===== src/rtl/trigger_merge_if.sv =====
// trigger_merge_if: bundles the trigger inputs, the register-file controls
// and the status outputs of trigger_merge.
//   master : the side that drives the triggers and register controls
//            (register file / testbench)
//   slave  : trigger_merge itself
//   src_trig, reg_src_en   per-source trigger level and enable
//   reg_merge_en           global enable
//   reg_out_width          pulse width in clk cycles (0 means 1)
//   reg_holdoff            dead time after the pulse, in clk cycles
//   reg_cnt_clr            synchronous clear of trig_cnt / drop_cnt
//   trigger, busy          merged pulse output, FSM-not-idle flag
//   trig_src               sources behind the last accepted trigger
//   trig_cnt, drop_cnt     accepted-trigger and rejected-edge counters
interface trigger_merge_if #(
  parameter int NUM_SRC = 3,
  parameter int CNT_W   = 32
);
  logic [NUM_SRC-1:0] src_trig;
  logic [NUM_SRC-1:0] reg_src_en;
  logic               reg_merge_en;
  logic [CNT_W-1:0]   reg_out_width;
  logic [CNT_W-1:0]   reg_holdoff;
  logic               reg_cnt_clr;
  logic               trigger;
  logic [NUM_SRC-1:0] trig_src;
  logic [31:0]        trig_cnt;
  logic [31:0]        drop_cnt;
  logic               busy;

  modport master (
    output src_trig, reg_src_en, reg_merge_en, reg_out_width,
           reg_holdoff, reg_cnt_clr,
    input  trigger, trig_src, trig_cnt, drop_cnt, busy
  );

  modport slave (
    input  src_trig, reg_src_en, reg_merge_en, reg_out_width,
           reg_holdoff, reg_cnt_clr,
    output trigger, trig_src, trig_cnt, drop_cnt, busy
  );
endinterface


===== src/rtl/trigger_merge.sv =====
// trigger_merge: merges NUM_SRC trigger levels into one stretched pulse.
// A rising edge on any enabled source starts a pulse of reg_out_width cycles,
// followed by reg_holdoff dead cycles. Edges arriving while busy are counted
// in drop_cnt and discarded.
//   clk  : single clock, rising edge
//   rst  : asynchronous active-high reset
//   bus  : trigger_merge_if.slave (triggers, controls, status)
module trigger_merge #(
  parameter int NUM_SRC = 3,
  parameter int CNT_W   = 32
) (
  input  logic            clk,
  input  logic            rst,
  trigger_merge_if.slave  bus
);

  typedef enum logic [1:0] {IDLE, PULSE, HOLDOFF} state_t;

  state_t             state_reg, state_next;
  logic [CNT_W-1:0]   cnt_reg, cnt_next;
  logic               trigger_reg, trigger_next;
  logic [NUM_SRC-1:0] trig_src_reg, trig_src_next;
  logic [NUM_SRC-1:0] qual_d_reg;
  logic [NUM_SRC-1:0] qual;
  logic [NUM_SRC-1:0] rise;
  logic [31:0]        trig_cnt_reg;
  logic [31:0]        drop_cnt_reg;
  logic               accept;
  logic               drop;

  // Per-source qualification and edge detect. qual_d keeps tracking even
  // when merging is disabled, so re-enabling with a level already high does
  // not produce a spurious edge.
  genvar gi;
  generate
    for (gi = 0; gi < NUM_SRC; gi++) begin : g_src
      assign qual[gi] = bus.src_trig[gi] & bus.reg_src_en[gi];
      assign rise[gi] = qual[gi] & ~qual_d_reg[gi];

      always_ff @(posedge clk or posedge rst) begin
        if (rst) qual_d_reg[gi] <= 1'b0;
        else     qual_d_reg[gi] <= qual[gi];
      end
    end
  endgenerate

  always_comb begin
    state_next    = state_reg;
    cnt_next      = cnt_reg;
    trigger_next  = trigger_reg;
    trig_src_next = trig_src_reg;
    accept        = 1'b0;
    drop          = 1'b0;

    if (!bus.reg_merge_en) begin
      // Global disable aborts whatever phase is running.
      state_next   = IDLE;
      trigger_next = 1'b0;
      cnt_next     = '0;
    end else begin
      case (state_reg)
        IDLE: begin
          if (|rise) begin
            state_next    = PULSE;
            trigger_next  = 1'b1;
            trig_src_next = rise;
            // Width 0 behaves as a single-cycle pulse.
            cnt_next      = (bus.reg_out_width == '0) ? CNT_W'(1) : bus.reg_out_width;
            accept        = 1'b1;
          end
        end
        PULSE: begin
          drop = |rise;
          // cnt_reg holds the cycles remaining including the current one.
          if (cnt_reg <= CNT_W'(1)) begin
            trigger_next = 1'b0;
            if (bus.reg_holdoff != '0) begin
              state_next = HOLDOFF;
              cnt_next   = bus.reg_holdoff;
            end else begin
              state_next = IDLE;
              cnt_next   = '0;
            end
          end else begin
            cnt_next = cnt_reg - CNT_W'(1);
          end
        end
        HOLDOFF: begin
          drop = |rise;
          if (cnt_reg <= CNT_W'(1)) begin
            state_next = IDLE;
            cnt_next   = '0;
          end else begin
            cnt_next = cnt_reg - CNT_W'(1);
          end
        end
        default: begin
          state_next   = IDLE;
          trigger_next = 1'b0;
          cnt_next     = '0;
        end
      endcase
    end
  end

  always_ff @(posedge clk or posedge rst) begin
    if (rst) begin
      state_reg    <= IDLE;
      cnt_reg      <= '0;
      trigger_reg  <= 1'b0;
      trig_src_reg <= '0;
    end else begin
      state_reg    <= state_next;
      cnt_reg      <= cnt_next;
      trigger_reg  <= trigger_next;
      trig_src_reg <= trig_src_next;
    end
  end

  // Saturating statistics counters; clear wins over a same-cycle increment.
  always_ff @(posedge clk or posedge rst) begin
    if (rst) begin
      trig_cnt_reg <= '0;
      drop_cnt_reg <= '0;
    end else if (bus.reg_cnt_clr) begin
      trig_cnt_reg <= '0;
      drop_cnt_reg <= '0;
    end else begin
      if (accept && (trig_cnt_reg != 32'hFFFF_FFFF))
        trig_cnt_reg <= trig_cnt_reg + 32'd1;
      if (drop && (drop_cnt_reg != 32'hFFFF_FFFF))
        drop_cnt_reg <= drop_cnt_reg + 32'd1;
    end
  end

  assign bus.trigger  = trigger_reg;
  assign bus.trig_src = trig_src_reg;
  assign bus.trig_cnt = trig_cnt_reg;
  assign bus.drop_cnt = drop_cnt_reg;
  assign bus.busy     = (state_reg != IDLE);

endmodule


===== src/flat_wrapper.sv =====
// flat-port wrapper written by rule: the top's interface ports become plain ports
module trigger_merge_flat 
#(
  parameter int NUM_SRC = 3,
  parameter int CNT_W   = 32
)
  (clk, rst, bus_src_trig, bus_reg_src_en, bus_reg_merge_en, bus_reg_out_width, bus_reg_holdoff, bus_reg_cnt_clr, bus_trigger, bus_trig_src, bus_trig_cnt, bus_drop_cnt, bus_busy);
  trigger_merge_if #(.NUM_SRC(NUM_SRC), .CNT_W(CNT_W)) bus_i ();
  input  logic clk;
  input  logic rst;
  input wire logic [$bits(bus_i.src_trig)-1:0] bus_src_trig;
  input wire logic [$bits(bus_i.reg_src_en)-1:0] bus_reg_src_en;
  input wire logic [$bits(bus_i.reg_merge_en)-1:0] bus_reg_merge_en;
  input wire logic [$bits(bus_i.reg_out_width)-1:0] bus_reg_out_width;
  input wire logic [$bits(bus_i.reg_holdoff)-1:0] bus_reg_holdoff;
  input wire logic [$bits(bus_i.reg_cnt_clr)-1:0] bus_reg_cnt_clr;
  output wire logic [$bits(bus_i.trigger)-1:0] bus_trigger;
  output wire logic [$bits(bus_i.trig_src)-1:0] bus_trig_src;
  output wire logic [$bits(bus_i.trig_cnt)-1:0] bus_trig_cnt;
  output wire logic [$bits(bus_i.drop_cnt)-1:0] bus_drop_cnt;
  output wire logic [$bits(bus_i.busy)-1:0] bus_busy;
  assign bus_i.src_trig = bus_src_trig;
  assign bus_i.reg_src_en = bus_reg_src_en;
  assign bus_i.reg_merge_en = bus_reg_merge_en;
  assign bus_i.reg_out_width = bus_reg_out_width;
  assign bus_i.reg_holdoff = bus_reg_holdoff;
  assign bus_i.reg_cnt_clr = bus_reg_cnt_clr;
  assign bus_trigger = bus_i.trigger;
  assign bus_trig_src = bus_i.trig_src;
  assign bus_trig_cnt = bus_i.trig_cnt;
  assign bus_drop_cnt = bus_i.drop_cnt;
  assign bus_busy = bus_i.busy;
  trigger_merge #(.NUM_SRC(NUM_SRC), .CNT_W(CNT_W)) u_core (.clk(clk), .rst(rst), .bus(bus_i));
endmodule

===== config.mk =====
export PLATFORM = sky130hd
export DESIGN_NAME = trigger_merge_flat
export DESIGN_NICKNAME = d
export VERILOG_FILES = /design/src/rtl/trigger_merge_if.sv /design/src/rtl/trigger_merge.sv /design/src/flat_wrapper.sv
export SDC_FILE = /design/constraint.sdc
export NUM_CORES = 1
export LEC_CHECK = 0
export ABC_CLOCK_PERIOD_IN_PS = 6100
export CAP_MARGIN = 20
export CORE_UTILIZATION = 55
export DETAILED_ROUTE_END_ITERATION = 12
export GPL_TIMING_DRIVEN = 0
export HOLD_SLACK_MARGIN = 0.03
export MAX_ROUTING_LAYER = met4
export PLACE_DENSITY = 0.82
export SYNTH_ARGS = -nofsm -noshare
export SYNTH_HDL_FRONTEND = slang
export SYNTH_SLANG_ARGS = --single-unit

===== constraint.sdc =====
create_clock -name clk -period 6.1 [get_ports clk]
set_clock_uncertainty 0.05 [all_clocks]
set_input_delay 0.915 -clock clk [delete_from_list [all_inputs] [get_ports clk]]
set_output_delay 0.915 -clock clk [all_outputs]
set_load 0.01 [all_outputs]

==> results.cfg <==
[outcome]
status = finished clean

[cells_and_area]
nets = 946
fin_util = 0.750
multi_input_area_sq_um = 3590
synthToLayoutAreaGrowth_pct = 30.1
fillerInstances = 830
seqCellArea_sq_um = 2630
antenna_cells = 0
drive_gt1_frac = 0.0460

[synthesis]
synth-edff-count = 0
synth_top_area_frac = 0.411
yosysTopAreaCell = dfrtp_1
ys_warn_count = 0
syn-cell-area_sq_um = 6390
yosysMostFrequentCell = dfrtp_1
syn_avg_cell_area_sq_um = 9.00
synth_seq_cells = 105
synth_common_cells = dfrtp_1, nor2_1, nand2_1
ys.flop_type = dfrtp_1
synth_cells = 710
synth.area.top_cells = dfrtp_1, xnor2_1, nor2_1
synthArstFlopShare = 1.00
ys_types = 65
syn_nets = 792
yosysSeqAreaShare = 0.411

[power_and_ir_drop]
combPwrFrac = 0.359
p_sw_uw = 891
sw_frac_of_total = 0.395
vdd_ir_drop_max_uv = 242
internal_power_uw = 1360
clkPwrFrac = 0.258
power_per_cell_area_nw_per_um2 = 271
p_leak_uw = 0.00325
pwr-share-seq = 0.383

[global_routing]
antenna_found_initial = 0
grt_pass1_vias = 6175
gr-total-overflow = 0
grt_max_degree = 65
grt_pass1_wl_um = 31900
grt.total_usage = 0.360

[cts]
cts-buffers-inserted = 9
clkSinkCount = 105
htreeDepth = 3
clk_latency_ps = 360
cts_root_buffer = clkbuf_16
clk_path_buf_depth = 2
cts_setup_buffers = 0
cts_resized = 0
path_clk_slew_ps = 80
ctsHoldBuffers = 0
cts_tree = yes

[worst_setup_path]
startpoint_type = input port
cp-end-kind = register
cp_data_arrival_time_ps = 4030
cp_slowest_cell = nor2_1
worstPathCellList = clkdlybuf4s50_1, nand3b_1, a41oi_1, o21ai_1, nor2_1, a222oi_1, o21ai_1
crit_type = in2reg
cpMostUsedCell = o21ai_1
crit_fanout = 9
slowest_delay_ps = 800
crit_required_ps = 6330

[floorplanning]
num_io_pins = 143
design.core.area_sq_um = 11100
die_w_um = 110
die-area_sq_um = 12100
rows = 38
die_y_um = 110
start_util = 0.577

[drt]
wl_met2_um = 9630
via_per_inst = 6.45
vias = 6504
postRouteAntennaNets = 0
dr.pass1.iters = 5
wirelength_um = 20200
routed.top_layer = met4
drtIter0Drc = 644
dr_wl_met3_um = 1780
routedWlPerCell_um = 20.0
m1WireLength_um = 8420
drc = 0

[placement]
globalplace.congestion = 0.966
dp_hpwl_um = 15000
port_buffers = 142

[timing]
rsz0062_at_grt = no
slew_viol_final = 0
worst_pin_slew_ps = 1010
whs_ps = 473
tns_ps = 0
setup_viol_count_final = 0
slew_headroom = 0.320
hold_violations = 0
period_minus_slack_ps = 3790
max_clock_freq_ghz = 0.264
period_share = 0.622

[job]
drv_cap = 0

[hold_path]
min_path_type = reg2reg
[placed cells by master, fill, tap and decap left out, drive strengths merged, types with 3 or more instances in the layout]
cell	synthesis	final
ha	8	8
xnor2	45	45
a21oi	23	23
a211oi	5	5
inv	16	20
nand3	29	29
o21a	3	3
xor2	29	29
and3b	3	3
dfrtp	105	105
nor2	84	84
o21ai	35	35
nor4b	5	5
nor4	43	43
clkdlybuf4s50	0	142
a222oi	5	5
and4	8	8
a22oi	23	23
or4	8	8
nor3	32	32
and3	8	8
or3	13	13
clkbuf	24	33
nand4	22	22
buf	3	4
a41oi	3	3
and2	11	11
nand3b	7	7
nor3b	6	6
or2	3	3
a31oi	6	6
o31ai	3	3
nand2	61	61
[metrics by stage]
step	area [sq um]	setup slack, ps	instances	total power (uW)
global route	8310	2220	1009	2350
CTS	8310	2450	1009	2230
global placement	7990	805	992	1630
detailed placement	8020	2070	993	1650
floorplan	6390	2370	710	1370
finish	8310	2310	1009	2250
[area by class of cell]
class                      count  area share
clock buffer                   9      0.0271
multi-input combinational    562       0.432
tap                          140      0.0211
clock inverter                 7     0.00828
inverter                      16     0.00753
buffer                        27      0.0134
sequential                   105       0.316
timing repair buffer         143       0.174
[final timing paths]
kind / start / cells after the start / to / slack [ps]
worst max-delay path: bus_reg_src_en[0] / 7 / u_core.cnt_reg[8] / 2310
worst min-delay path: u_core.bus.trig_src[2] / 2 / u_core.bus.trig_src[2] / 470
worst max register to register: u_core.state_reg[0] / 7 / u_core.cnt_reg[8] / 2770
worst min register to register: u_core.bus.trig_src[2] / 2 / u_core.bus.trig_src[2] / 470
max in group asynchronous: rst / 3 / u_core.cnt_reg[25] / 4400
min in group asynchronous: rst / 2 / u_core.bus.trig_cnt[25] / 900
[kinds of logic after synthesis]
| group | after synthesis | share of synthesized area |
|---|---|---|
| AND/OR/NAND/NOR | 348 | 0.304 |
| adder cells (fa/ha/maj) | 8 | 0.0157 |
| multiplexers | 2 | 0.00333 |
| XOR/XNOR | 74 | 0.101 |
| buffers and inverters | 43 | 0.0268 |
| flip-flops | 105 | 0.411 |
| AO/OA/AOI/OAI | 130 | 0.137 |
[power groups by stage]
stage | clock (uW) | sequential [uW] | combinational, uW
2_1_floorplan | 0 | 855 | 514
3_3_place_gp | 0 | 865 | 765
3_5_place_dp | 0 | 871 | 783
4_1_cts | 587 | 859 | 789
5_1_grt | 615 | 872 | 869
6_report | 582 | 862 | 810
[routing by layer]
metal / GRT usage / vias up
met5: - / -
met4: 0.118 / 0
met3: 0.0747 / 37
met2: 0.554 / 326
met1: 0.474 / 3194
li1: - / 2947
[worst max-delay path: cells and delay by family]
| kind | cells | cell delay (ps) |
|---|---|---|
| AOI/OAI and AO/OA | 4 | 1530 |
| and+or+nand+nor | 2 | 1040 |
| buffers and inverters | 1 | 540 |
No activity file was read; power rests on OpenSTA's default activity.
